===== src/rtl/hex_display_ctrl_if.sv =====
// Bus between switch/register logic and the 7-segment driver: load strobe,
// hex word, display controls, and the segment/tick outputs.
interface hex_display_ctrl_if #(
    parameter int unsigned NUM_DIGITS = 8
);
    logic                      load;
    logic [4*NUM_DIGITS-1:0]   value;
    logic [1:0]                mode;
    logic                      lz_blank;
    logic [7*NUM_DIGITS-1:0]   seg_out;
    logic                      tick;

    modport master (output load, value, mode, lz_blank, input seg_out, tick);
    modport slave  (input load, value, mode, lz_blank, output seg_out, tick);
endinterface


===== src/rtl/hex_display_ctrl.sv =====
// Multi-digit active-low 7-segment driver with static, blink and scroll modes
// and optional leading-zero blanking; segment outputs are registered.
module hex_display_ctrl #(
    parameter int unsigned NUM_DIGITS = 8,
    parameter int unsigned TICK_DIV   = 12500000
) (
    input  logic                CLOCK_50,
    input  logic                reset,
    hex_display_ctrl_if.slave   dsp
);
    localparam int unsigned PW = $clog2(TICK_DIV);
    localparam int unsigned RW = (NUM_DIGITS > 1) ? $clog2(NUM_DIGITS) : 1;

    typedef enum logic [1:0] {
        ModeStatic = 2'b00,
        ModeBlink  = 2'b01,
        ModeScroll = 2'b10,
        ModeRsvd   = 2'b11
    } mode_e;

    mode_e                    mode;
    logic [4*NUM_DIGITS-1:0]  disp_q, disp_d;
    logic [RW-1:0]            rot_q, rot_d;
    logic                     phase_q, phase_d;
    logic [PW-1:0]            presc_q, presc_d;
    logic                     tick_q, tick_d;
    logic [7*NUM_DIGITS-1:0]  seg_q, seg_d;
    logic                     wrap;

    assign mode = mode_e'(dsp.mode);

    function automatic logic [6:0] decode(input logic [3:0] nib);
        logic [6:0] p;
        case (nib)
            4'h0: p = 7'h3F;  4'h1: p = 7'h06;  4'h2: p = 7'h5B;  4'h3: p = 7'h4F;
            4'h4: p = 7'h66;  4'h5: p = 7'h6D;  4'h6: p = 7'h7D;  4'h7: p = 7'h07;
            4'h8: p = 7'h7F;  4'h9: p = 7'h6F;  4'hA: p = 7'h77;  4'hB: p = 7'h7C;
            4'hC: p = 7'h39;  4'hD: p = 7'h5E;  4'hE: p = 7'h79;  default: p = 7'h71;
        endcase
        return p;
    endfunction

    always_comb begin
        wrap    = (presc_q == PW'(TICK_DIV - 1));
        disp_d  = disp_q;
        rot_d   = rot_q;
        phase_d = phase_q;
        presc_d = wrap ? '0 : presc_q + 1'b1;
        tick_d  = wrap;
        if (dsp.load) begin
            // Load restarts the timebase, so a coincident wrap is discarded.
            disp_d  = dsp.value;
            rot_d   = '0;
            phase_d = 1'b1;
            presc_d = '0;
            tick_d  = 1'b0;
        end else begin
            if (mode != ModeScroll) begin
                rot_d = '0;
            end else if (wrap) begin
                rot_d = (rot_q == RW'(NUM_DIGITS - 1)) ? '0 : rot_q + 1'b1;
            end
            if (mode != ModeBlink) begin
                phase_d = 1'b1;
            end else if (wrap) begin
                phase_d = ~phase_q;
            end
        end
    end

    always_comb begin
        logic       seen;
        logic       lz_en;
        logic       dark;
        logic [3:0] nib;
        int         src;
        seg_d = '1;
        seen  = 1'b0;
        nib   = '0;
        src   = 0;
        dark  = (mode == ModeBlink) && !phase_q;
        lz_en = dsp.lz_blank && (mode != ModeScroll);
        // Walk from the MSB so the first nonzero nibble stops the blanking.
        for (int i = NUM_DIGITS - 1; i >= 0; i--) begin
            if (mode == ModeScroll) begin
                src = (i + int'(NUM_DIGITS) - int'(rot_q)) % int'(NUM_DIGITS);
            end else begin
                src = i;
            end
            nib = disp_q[4*src +: 4];
            if (nib != 4'h0 || i == 0) seen = 1'b1;
            seg_d[7*i +: 7] = (dark || (lz_en && !seen)) ? 7'h7F : ~decode(nib);
        end
    end

    always_ff @(posedge CLOCK_50) begin
        if (reset) begin
            disp_q  <= '0;
            rot_q   <= '0;
            phase_q <= 1'b1;
            presc_q <= '0;
            tick_q  <= 1'b0;
            seg_q   <= '1;
        end else begin
            disp_q  <= disp_d;
            rot_q   <= rot_d;
            phase_q <= phase_d;
            presc_q <= presc_d;
            tick_q  <= tick_d;
            seg_q   <= seg_d;
        end
    end

    assign dsp.seg_out = seg_q;
    assign dsp.tick    = tick_q;
endmodule


===== src/flat_wrapper.sv =====
// flat-port wrapper written by rule: the top's interface ports become plain ports
module hex_display_ctrl_flat 
#(
    parameter int unsigned NUM_DIGITS = 8,
    parameter int unsigned TICK_DIV   = 12500000
)
  (CLOCK_50, reset, dsp_load, dsp_value, dsp_mode, dsp_lz_blank, dsp_seg_out, dsp_tick);
  hex_display_ctrl_if #(.NUM_DIGITS(NUM_DIGITS)) dsp_i ();
  input  logic CLOCK_50;
  input  logic reset;
  input wire logic [$bits(dsp_i.load)-1:0] dsp_load;
  input wire logic [$bits(dsp_i.value)-1:0] dsp_value;
  input wire logic [$bits(dsp_i.mode)-1:0] dsp_mode;
  input wire logic [$bits(dsp_i.lz_blank)-1:0] dsp_lz_blank;
  output wire logic [$bits(dsp_i.seg_out)-1:0] dsp_seg_out;
  output wire logic [$bits(dsp_i.tick)-1:0] dsp_tick;
  assign dsp_i.load = dsp_load;
  assign dsp_i.value = dsp_value;
  assign dsp_i.mode = dsp_mode;
  assign dsp_i.lz_blank = dsp_lz_blank;
  assign dsp_seg_out = dsp_i.seg_out;
  assign dsp_tick = dsp_i.tick;
  hex_display_ctrl #(.NUM_DIGITS(NUM_DIGITS), .TICK_DIV(TICK_DIV)) u_core (.CLOCK_50(CLOCK_50), .reset(reset), .dsp(dsp_i));
endmodule

===== config.mk =====
export PLATFORM = sky130hd
export DESIGN_NAME = hex_display_ctrl_flat
export DESIGN_NICKNAME = d
export VERILOG_FILES = /design/src/rtl/hex_display_ctrl_if.sv /design/src/rtl/hex_display_ctrl.sv /design/src/flat_wrapper.sv
export SDC_FILE = /design/constraint.sdc
export NUM_CORES = 1
export LEC_CHECK = 0
export CAP_MARGIN = 20
export CORE_MARGIN = 2
export CORE_UTILIZATION = 30
export CTS_BUF_LIST = sky130_fd_sc_hd__clkbuf_8
export DETAILED_ROUTE_END_ITERATION = 8
export PLACE_DENSITY = 0.58
export REMOVE_ABC_BUFFERS = 1
export SLEW_MARGIN = 20
export SYNTH_ARGS = -nofsm -noshare
export SYNTH_HDL_FRONTEND = slang
export SYNTH_SLANG_ARGS = --single-unit

===== constraint.sdc =====
create_clock -name CLOCK_50 -period 2.8 [get_ports CLOCK_50]
set_input_delay 0.42 -clock CLOCK_50 [delete_from_list [all_inputs] [get_ports CLOCK_50]]
set_output_delay 0.42 -clock CLOCK_50 [all_outputs]
set_load 0.03 [all_outputs]

After elaboration in Yosys (flattened, before gate mapping)
Memories as Yosys holds them, arrays and structs flattened.
Index checks and enable logic that the tools add are counted.
{"block": "totals", "mem_bits_rw": 0, "latchBits": 0, "mem_count": 8, "romBits": 896, "reg_bits": 117, "input_bits": 38}
{"block": "classes", "mul": 0, "div_mod_pow": 0, "n_reduce_logical": 51, "add_sub_neg": 10, "eq_ne": 6, "bitwise": 17, "n_mux": 16, "order_cmp": 0, "shift": 8}
{"name": "(name not given)", "depth": 16, "word_bits": 7, "rd": 1, "rd_ports_with_merged_regs": 0, "write_ports": 0, "line_no": "hex_display_ctrl.sv:34", "rtl": "case (nib)"}
{"name": "(name not given)", "depth": 16, "word_bits": 7, "rd": 1, "rd_ports_with_merged_regs": 0, "write_ports": 0, "line_no": "hex_display_ctrl.sv:34"}
{"name": "(name not given)", "depth": 16, "word_bits": 7, "rd": 1, "rd_ports_with_merged_regs": 0, "write_ports": 0, "line_no": "hex_display_ctrl.sv:34"}
{"name": "(name not given)", "depth": 16, "word_bits": 7, "rd": 1, "rd_ports_with_merged_regs": 0, "write_ports": 0, "line_no": "hex_display_ctrl.sv:34"}
{"name": "(name not given)", "depth": 16, "word_bits": 7, "rd": 1, "rd_ports_with_merged_regs": 0, "write_ports": 0, "line_no": "hex_display_ctrl.sv:34"}
{"name": "(name not given)", "depth": 16, "word_bits": 7, "rd": 1, "rd_ports_with_merged_regs": 0, "write_ports": 0, "line_no": "hex_display_ctrl.sv:34"}
{"name": "+2 memories"}
{"operator": "$shiftx A32 B32 Y4", "count": 8}
{"operator": "$mux W30", "count": 8}
{"operator": "$not A7 Y7", "count": 8}
{"operator": "$sub A4 B3 Y5 const A", "count": 8}
{"operator": "$reduce_or A3 Y1", "count": 11}
{"operator": "$reduce_bool A4 Y1", "count": 7}
{"operator": "$add A24 B1 Y24 const B", "count": 1}
{"operator": "$eq A24 B24 Y1 const B", "count": 1}
{"operator": "$reduce_or A2 Y1", "count": 9}
{"operator": "$logic_and A1 B1 Y1", "count": 9}
{"operator": "$and A1 B1 Y1", "count": 8}
{"operator": "$logic_not A1 Y1", "count": 8}
{"operator": "$logic_or A1 B1 Y1", "count": 7}
{"operator": "$mux W1", "count": 7}
{"operator": "$add A3 B1 Y3 const B", "count": 1}
{"operator": "$eq A3 B3 Y1 const B", "count": 1}
{"operator": "$mux W3", "count": 1}
{"operator": "$eq A2 B1 Y1 const B", "count": 1}
{"operator": "$eq A2 B2 Y1 const B", "count": 1}
{"operator": "$ne A2 B1 Y1 const B", "count": 1}
{"operator": "$ne A2 B2 Y1 const B", "count": 1}
{"operator": "$not A1 Y1", "count": 1}

Longest topological paths before layout
{"block": "logic_depth", "ltp_word": 17, "ltp_mapped": 15}

Least setup slack after synthesis
Ideal clock, no wire load.
{"block": "synth_timing", "kind": "register -> register", "startpoint": "register u_core.rot_q[0]", "endpoint": "register u_core.seg_q[43] (netlist: u_core.dsp.seg_out[43])", "synth_period_minus_slack_ns": 3.033, "setup_time_ns": 0.142, "path_buffers": 3, "slack_ns": -0.233, "path_stages_with_launch": 15, "t_arrival_ns": 2.891, "cell_sequence": "dfxtp_1 buf_4 buf_6 inv_1 ha_1 clkbuf_1 mux2i_1 a21oi_1 o22ai_1 mux2i_1 inv_1 ha_1 and3_1 a21oi_4 o311ai_0"}
{"block": "synth_between", "elab_chain_len": 12}
{"element": "start, declared", "line_no": "hex_display_ctrl.sv:23", "rtl": "logic [RW-1:0] rot_q, rot_d;"}
{"element": "start signal, assigned", "line_no": "hex_display_ctrl.sv:106", "rtl": "rot_q <= rot_d;"}
{"element": "$sub A4 B3 Y5", "line_no": "hex_display_ctrl.sv:86", "rtl": "src = (i + int'(NUM_DIGITS) - int'(rot_q)) % int'(NUM_DIGITS);"}
{"element": "$reduce_or A3 Y1 (no source line)"}
{"element": "$and A1 B1 Y1 (no source line)"}
{"element": "$mux W30", "line_no": "hex_display_ctrl.sv:85", "rtl": "if (mode == ModeScroll) begin"}
{"element": "$shiftx A32 B32 Y4", "line_no": "hex_display_ctrl.sv:90", "rtl": "nib = disp_q[4*src +: 4];"}
{"element": "$reduce_bool A4 Y1", "line_no": "hex_display_ctrl.sv:91", "rtl": "if (nib != 4'h0 || i == 0) seen = 1'b1;"}
{"element": "$mux W1 (2 in a row)", "line_no": "hex_display_ctrl.sv:91"}
{"element": "$logic_not A1 Y1", "line_no": "hex_display_ctrl.sv:92", "rtl": "seg_d[7*i +: 7] = (dark || (lz_en && !seen)) ? 7'h7F : ~decode(nib);"}
{"element": "$logic_and A1 B1 Y1", "line_no": "hex_display_ctrl.sv:92"}
{"element": "$logic_or A1 B1 Y1", "line_no": "hex_display_ctrl.sv:92"}
{"element": "$reduce_or A2 Y1 (no source line)"}
{"element": "end signal, assigned", "line_no": "hex_display_ctrl.sv:110", "rtl": "seg_q <= seg_d;"}
{"element": "end, declared", "line_no": "hex_display_ctrl.sv:27", "rtl": "logic [7*NUM_DIGITS-1:0] seg_q, seg_d;"}
Parallel ways exist; a longest one is shown, timed or not.
A chain may end at the register's enable or synchronous reset.

Worst setup path after layout
{"block": "layout_timing", "startpoint": "register u_core.rot_q[1]", "endpoint": "register u_core.seg_q[7] (netlist: u_core.dsp.seg_out[7])"}
{"block": "layout_between", "elab_chain_len": 17}
{"element": "$sub A4 B3 Y5", "line_no": "hex_display_ctrl.sv:86"}
{"element": "$reduce_or A3 Y1 (no source line)"}
{"element": "$and A1 B1 Y1 (no source line)"}
{"element": "$mux W30", "line_no": "hex_display_ctrl.sv:85"}
{"element": "$shiftx A32 B32 Y4", "line_no": "hex_display_ctrl.sv:90"}
{"element": "$reduce_bool A4 Y1", "line_no": "hex_display_ctrl.sv:91"}
{"element": "$mux W1 (7 in a row)", "line_no": "hex_display_ctrl.sv:91"}
{"element": "$logic_not A1 Y1", "line_no": "hex_display_ctrl.sv:92"}
{"element": "$logic_and A1 B1 Y1", "line_no": "hex_display_ctrl.sv:92"}
{"element": "$logic_or A1 B1 Y1", "line_no": "hex_display_ctrl.sv:92"}
{"element": "$reduce_or A2 Y1 (no source line)"}
Parallel ways exist; a longest one is shown, timed or not.

==> metrics.md <==
| Metric | Value |
|---|---|
| Iter 0 DRT Violations | `676` |
| # H-tree levels | `4` |
| Startpoint of the worst hold path | `dsp_load` |
| Yosys reg bits | `117` |
| CP top delay family | `compound AO/OA/AOI/OAI gates` |
| Final Skew | `0.0121 ns` |
| Hold Fails Final Rpt | `0` |
| Pre-antenna DRT Iters | `5` |
| CP required | `3.13 ns` |
| Die area | `27,700 um^2` |
| Slew HR | `60.7%` |
| Number of global-route vias before repair | `7,452` |
| Routability-driven placement congestion ratio | `0.901` |
| Die X | `166 um` |
| Largest cells by area after synthesis | `dfxtp_1 30%, mux2i_1 10%, ha_1 7.1%` |
| Top_reg_cell synth | `dfxtp_1` |
| Reg2reg end | `u_core.dsp.seg_out[7]` |
| Final Max Slew Viols | `0` |
| Crit-path slowest cell | `o32ai_1` |
| Synthesized area per cell | `8.90 um^2` |
| # port buffers | `94` |
| Setup violations, final | `0` |
| Critical path arrival | `3.04 ns` |
| Reg2Reg Setup Slack | `0.09 ns` |
| Initial Util | `30.4%` |
| Min Clock Period, post-route | `2.71 ns` |
| Post-Route WL | `24.7 mm` |
| Clk_lat worst skew | `0.45 ns` |
| Gr ovfl total | `0` |
| Post-route ant nets | `0` |
| DR vias | `7,736` |
| Hold/Removal Path Class | `primary input to flop` |
| Adder-cell share of the synthesized area | `7.12%` |
| Global-route wire length before repair | `39.4 mm` |
| DRC Markers | `0` |
| # clock sinks | `117` |
| Core region area | `26,000 um^2` |
| Sequential-to-total area share from yosys stat | `29.6%` |
| Final core occ | `42.3%` |
| Worst slack, placed | `-0.531 ns` |
| Hold path endpoint | `u_core.phase_q` |
| Simple-gate share of the synthesized area | `20.6%` |
| GRT Total Usage | `17.6%` |
| Actual slew at the worst max-slew pin | `0.587 ns` |
| Final HPWL DP | `18.7 mm` |
| Compound-gate portion of the synthesized area | `18.1%` |
| Ant diodes | `0` |
| Layout cells sized above 1 | `27.7%` |
| Crit path kind | `flop to flop` |
| Ys async rst share | `0%` |
| Die height | `166 um` |
| Clock Pin Slew Worst Setup and Hold Paths | `0.08 ns` |
| Clock Path Buffers | `2` |
| Cell count of the worst reg-to-reg path | `12` |
| Fill count | `2,572` |
| Final Power | `0.00452 W` |
| Crit-path cells | `buf_4 > buf_4 > xnor2_1 > a2111oi_0 > buf_4 > o32ai_1 > buf_4 > buf_4 > nand2b_1 > o22ai_1 > a31o_2 > nand3_1` |
| Status | `completed` |
| FP Rows | `59` |
| Biggest area consumer among synthesized cells | `dfxtp_1` |
| Post-synthesis cell count | `888` |
| Cell Area, Synth | `7910 um^2` |
| Pwr dens | `411 nW/um^2` |
| XOR/XNOR share of the synthesized area | `3.40%` |
| Crit end category | `flop` |
| Levels on crit path | `12` |
| Worst setup SP type | `flop` |
| Largest family of logic cells by synthesized area | `simple AND/OR/NAND/NOR gates` |
| Buf/Inv on CP | `5` |
| I/O Pins | `95` |
| Pin count of the biggest net entering global routing | `34` |
| Yosys cell types | `81` |
| Fmax | `0.369 GHz` |
| Initial antenna violation count | `0` |
| Final worst-path setup slack | `0.0872 ns` |
| Post-synth EDFFs | `0` |
| R2R Path Start | `u_core.rot_q[1]` |
| Total leakage power | `4.52 nW` |
| Slowest stage delay, CP | `0.54 ns` |
| Top cell type's share of synthesized area | `29.6%` |
| Worst Hold Slack | `0.367 ns` |
| Crit path max fanout | `8` |
| Clock root buffer | `clkbuf_8` |
| Most frequent CP cell | `buf_4` |
| Wire per inst | `16.8 um` |
| Period Utilization, post-route | `96.9%` |
| CTS tree | `yes` |
| Num CTS Buffers | `17` |
| Number of max-cap violations | `0` |
| Hold path depth | `3` |
| Synth warnings | `0` |
| P&R area growth vs syn | `39.0%` |
| RSZ-0062 raised after global routing | `yes` |
| Multiplexer share of the synthesized area | `15.7%` |
| Peak supply drop | `298 uV` |
| Vias per cell | `5.25` |
| Post-CTS Hold Buffers | `0` |
| Nets | `1,209` |
==> worst max-delay path by stage <==
stage,from,end
2_1_floorplan,u_core.rot_q[0],u_core.dsp.seg_out[8]
3_3_place_gp,dsp_mode[0],u_core.dsp.seg_out[8]
4_1_cts,u_core.rot_q[0],u_core.dsp.seg_out[8]
5_1_grt,u_core.rot_q[0],u_core.dsp.seg_out[25]
3_5_place_dp,dsp_mode[0],u_core.dsp.seg_out[8]
6_report,u_core.rot_q[1],u_core.dsp.seg_out[7]
==> power by group <==
| group | total (W) | switching (W) | internal (W) |
|---|---|---|---|
| combinational | 0.00113 | 0.000591 | 0.000542 |
| clock | 0.00153 | 0.000710 | 0.000817 |
| sequential | 0.00186 | 0.0000848 | 0.00177 |
| total | 0.00452 | 0.00139 | 0.00313 |
==> cell usage after synthesis, types with 4 or more instances <==
| library cell | instances |
|---|---|
| dfxtp_1 | 117 |
| nor2_1 | 108 |
| mux2i_1 | 81 |
| nand2_1 | 52 |
| ha_1 | 45 |
| nand3_1 | 38 |
| inv_1 | 32 |
| mux2_2 | 27 |
| a21oi_1 | 26 |
| o21ai_0 | 24 |
| buf_2 | 22 |
| clkbuf_1 | 21 |
| o221ai_1 | 20 |
| a221oi_1 | 16 |
| nor3_1 | 15 |
| o211ai_1 | 15 |
| xor2_1 | 14 |
| xnor2_1 | 13 |
| and3_1 | 10 |
| and4b_1 | 10 |
| nand2b_1 | 10 |
| and2_1 | 9 |
| or3_1 | 9 |
| buf_4 | 8 |
| nor3b_1 | 7 |
| o32ai_1 | 7 |
| a22oi_1 | 6 |
| nand4_1 | 6 |
| o21ai_1 | 6 |
| o22ai_1 | 6 |
| a2bb2oi_1 | 5 |
| buf_6 | 5 |
| nand3b_1 | 5 |
| o32a_1 | 5 |
| or2_2 | 5 |
| a211oi_1 | 4 |
| mux4_2 | 4 |
| nand4_4 | 4 |
| nor2b_1 | 4 |
| o311ai_0 | 4 |
| o32ai_2 | 4 |
==> sequential cells by signal, indices dropped and copies added, names as in the netlist <==
register	flops
u_core.disp_q	32
u_core.dsp.seg_out	56
u_core.dsp.tick	1
u_core.phase_q	1
u_core.presc_q	24
u_core.rot_q	3
==> cell usage in the layout, fill, tap and decap left out, drive strengths merged, types with 14 or more instances in the layout <==
master	instances
nor2	110
a21oi	29
clkdlybuf4s50	91
dfxtp	117
nand2	53
o221ai	20
inv	34
buf	183
xnor2	14
mux2	27
o211ai	15
nor3	15
nand3	38
xor2	15
o21ai	30
ha	45
mux2i	83
a221oi	18
clkbuf	20
==> logic make-up (layout without fill, tap and decap cells) <==
kind of cell,after synthesis,after routing
compound gates,183,183
simple gates,310,310
flops,117,117
fa+ha+maj,45,45
buf+inv,90,340
xor+xnor,29,29
mux,114,114
==> repair_timing <==
action                                  CTS  global route
gates resized for setup                  15            40
cloned                                    0             1
buffers inserted                          0             3
endpoints found under the setup margin   42            54
pin swaps                                 0             9
==> worst min-delay path: stages <==
cell	delay, ns
buf_2	0.13
nor2_1	0.13
nand3b_1	0.10
==> metrics by stage <==
stage / std cells / setup TNS [ns] / instance area [um^2]
after floorplan: 830 / -65.86 / 7590
after global placement: 1438 / -19.24 / 10300
after detailed placement: 1438 / -22.09 / 10300
after CTS: 1469 / 0 / 10800
after global routing: 1473 / -0.00692 / 11000
final: 1473 / 0 / 11000
==> routing by layer <==
layer / part of all wire, % / vias up / global-route usage, %
li1: - / 3746 / -
met1: 48 / 3662 / 24.1
met2: 44 / 280 / 27.5
met3: 5.8 / 48 / 3.29
met4: 2.5 / 0 / 6.56
met5: 0 / - / 0
==> area by class of cell <==
class                           count  area [um^2]  area share [%]
Inverter                           32          120            1.09
Sequential cell                   117         2340            21.3
Clock buffer                       19          262            2.38
Clock inverter                     12          114            1.04
Tap cell                          335          419            3.81
Timing Repair Buffer              277         2410            21.9
Multi-Input combinational cell    681         5320            48.4
Note: power is estimated with default switching activity, not from simulation.
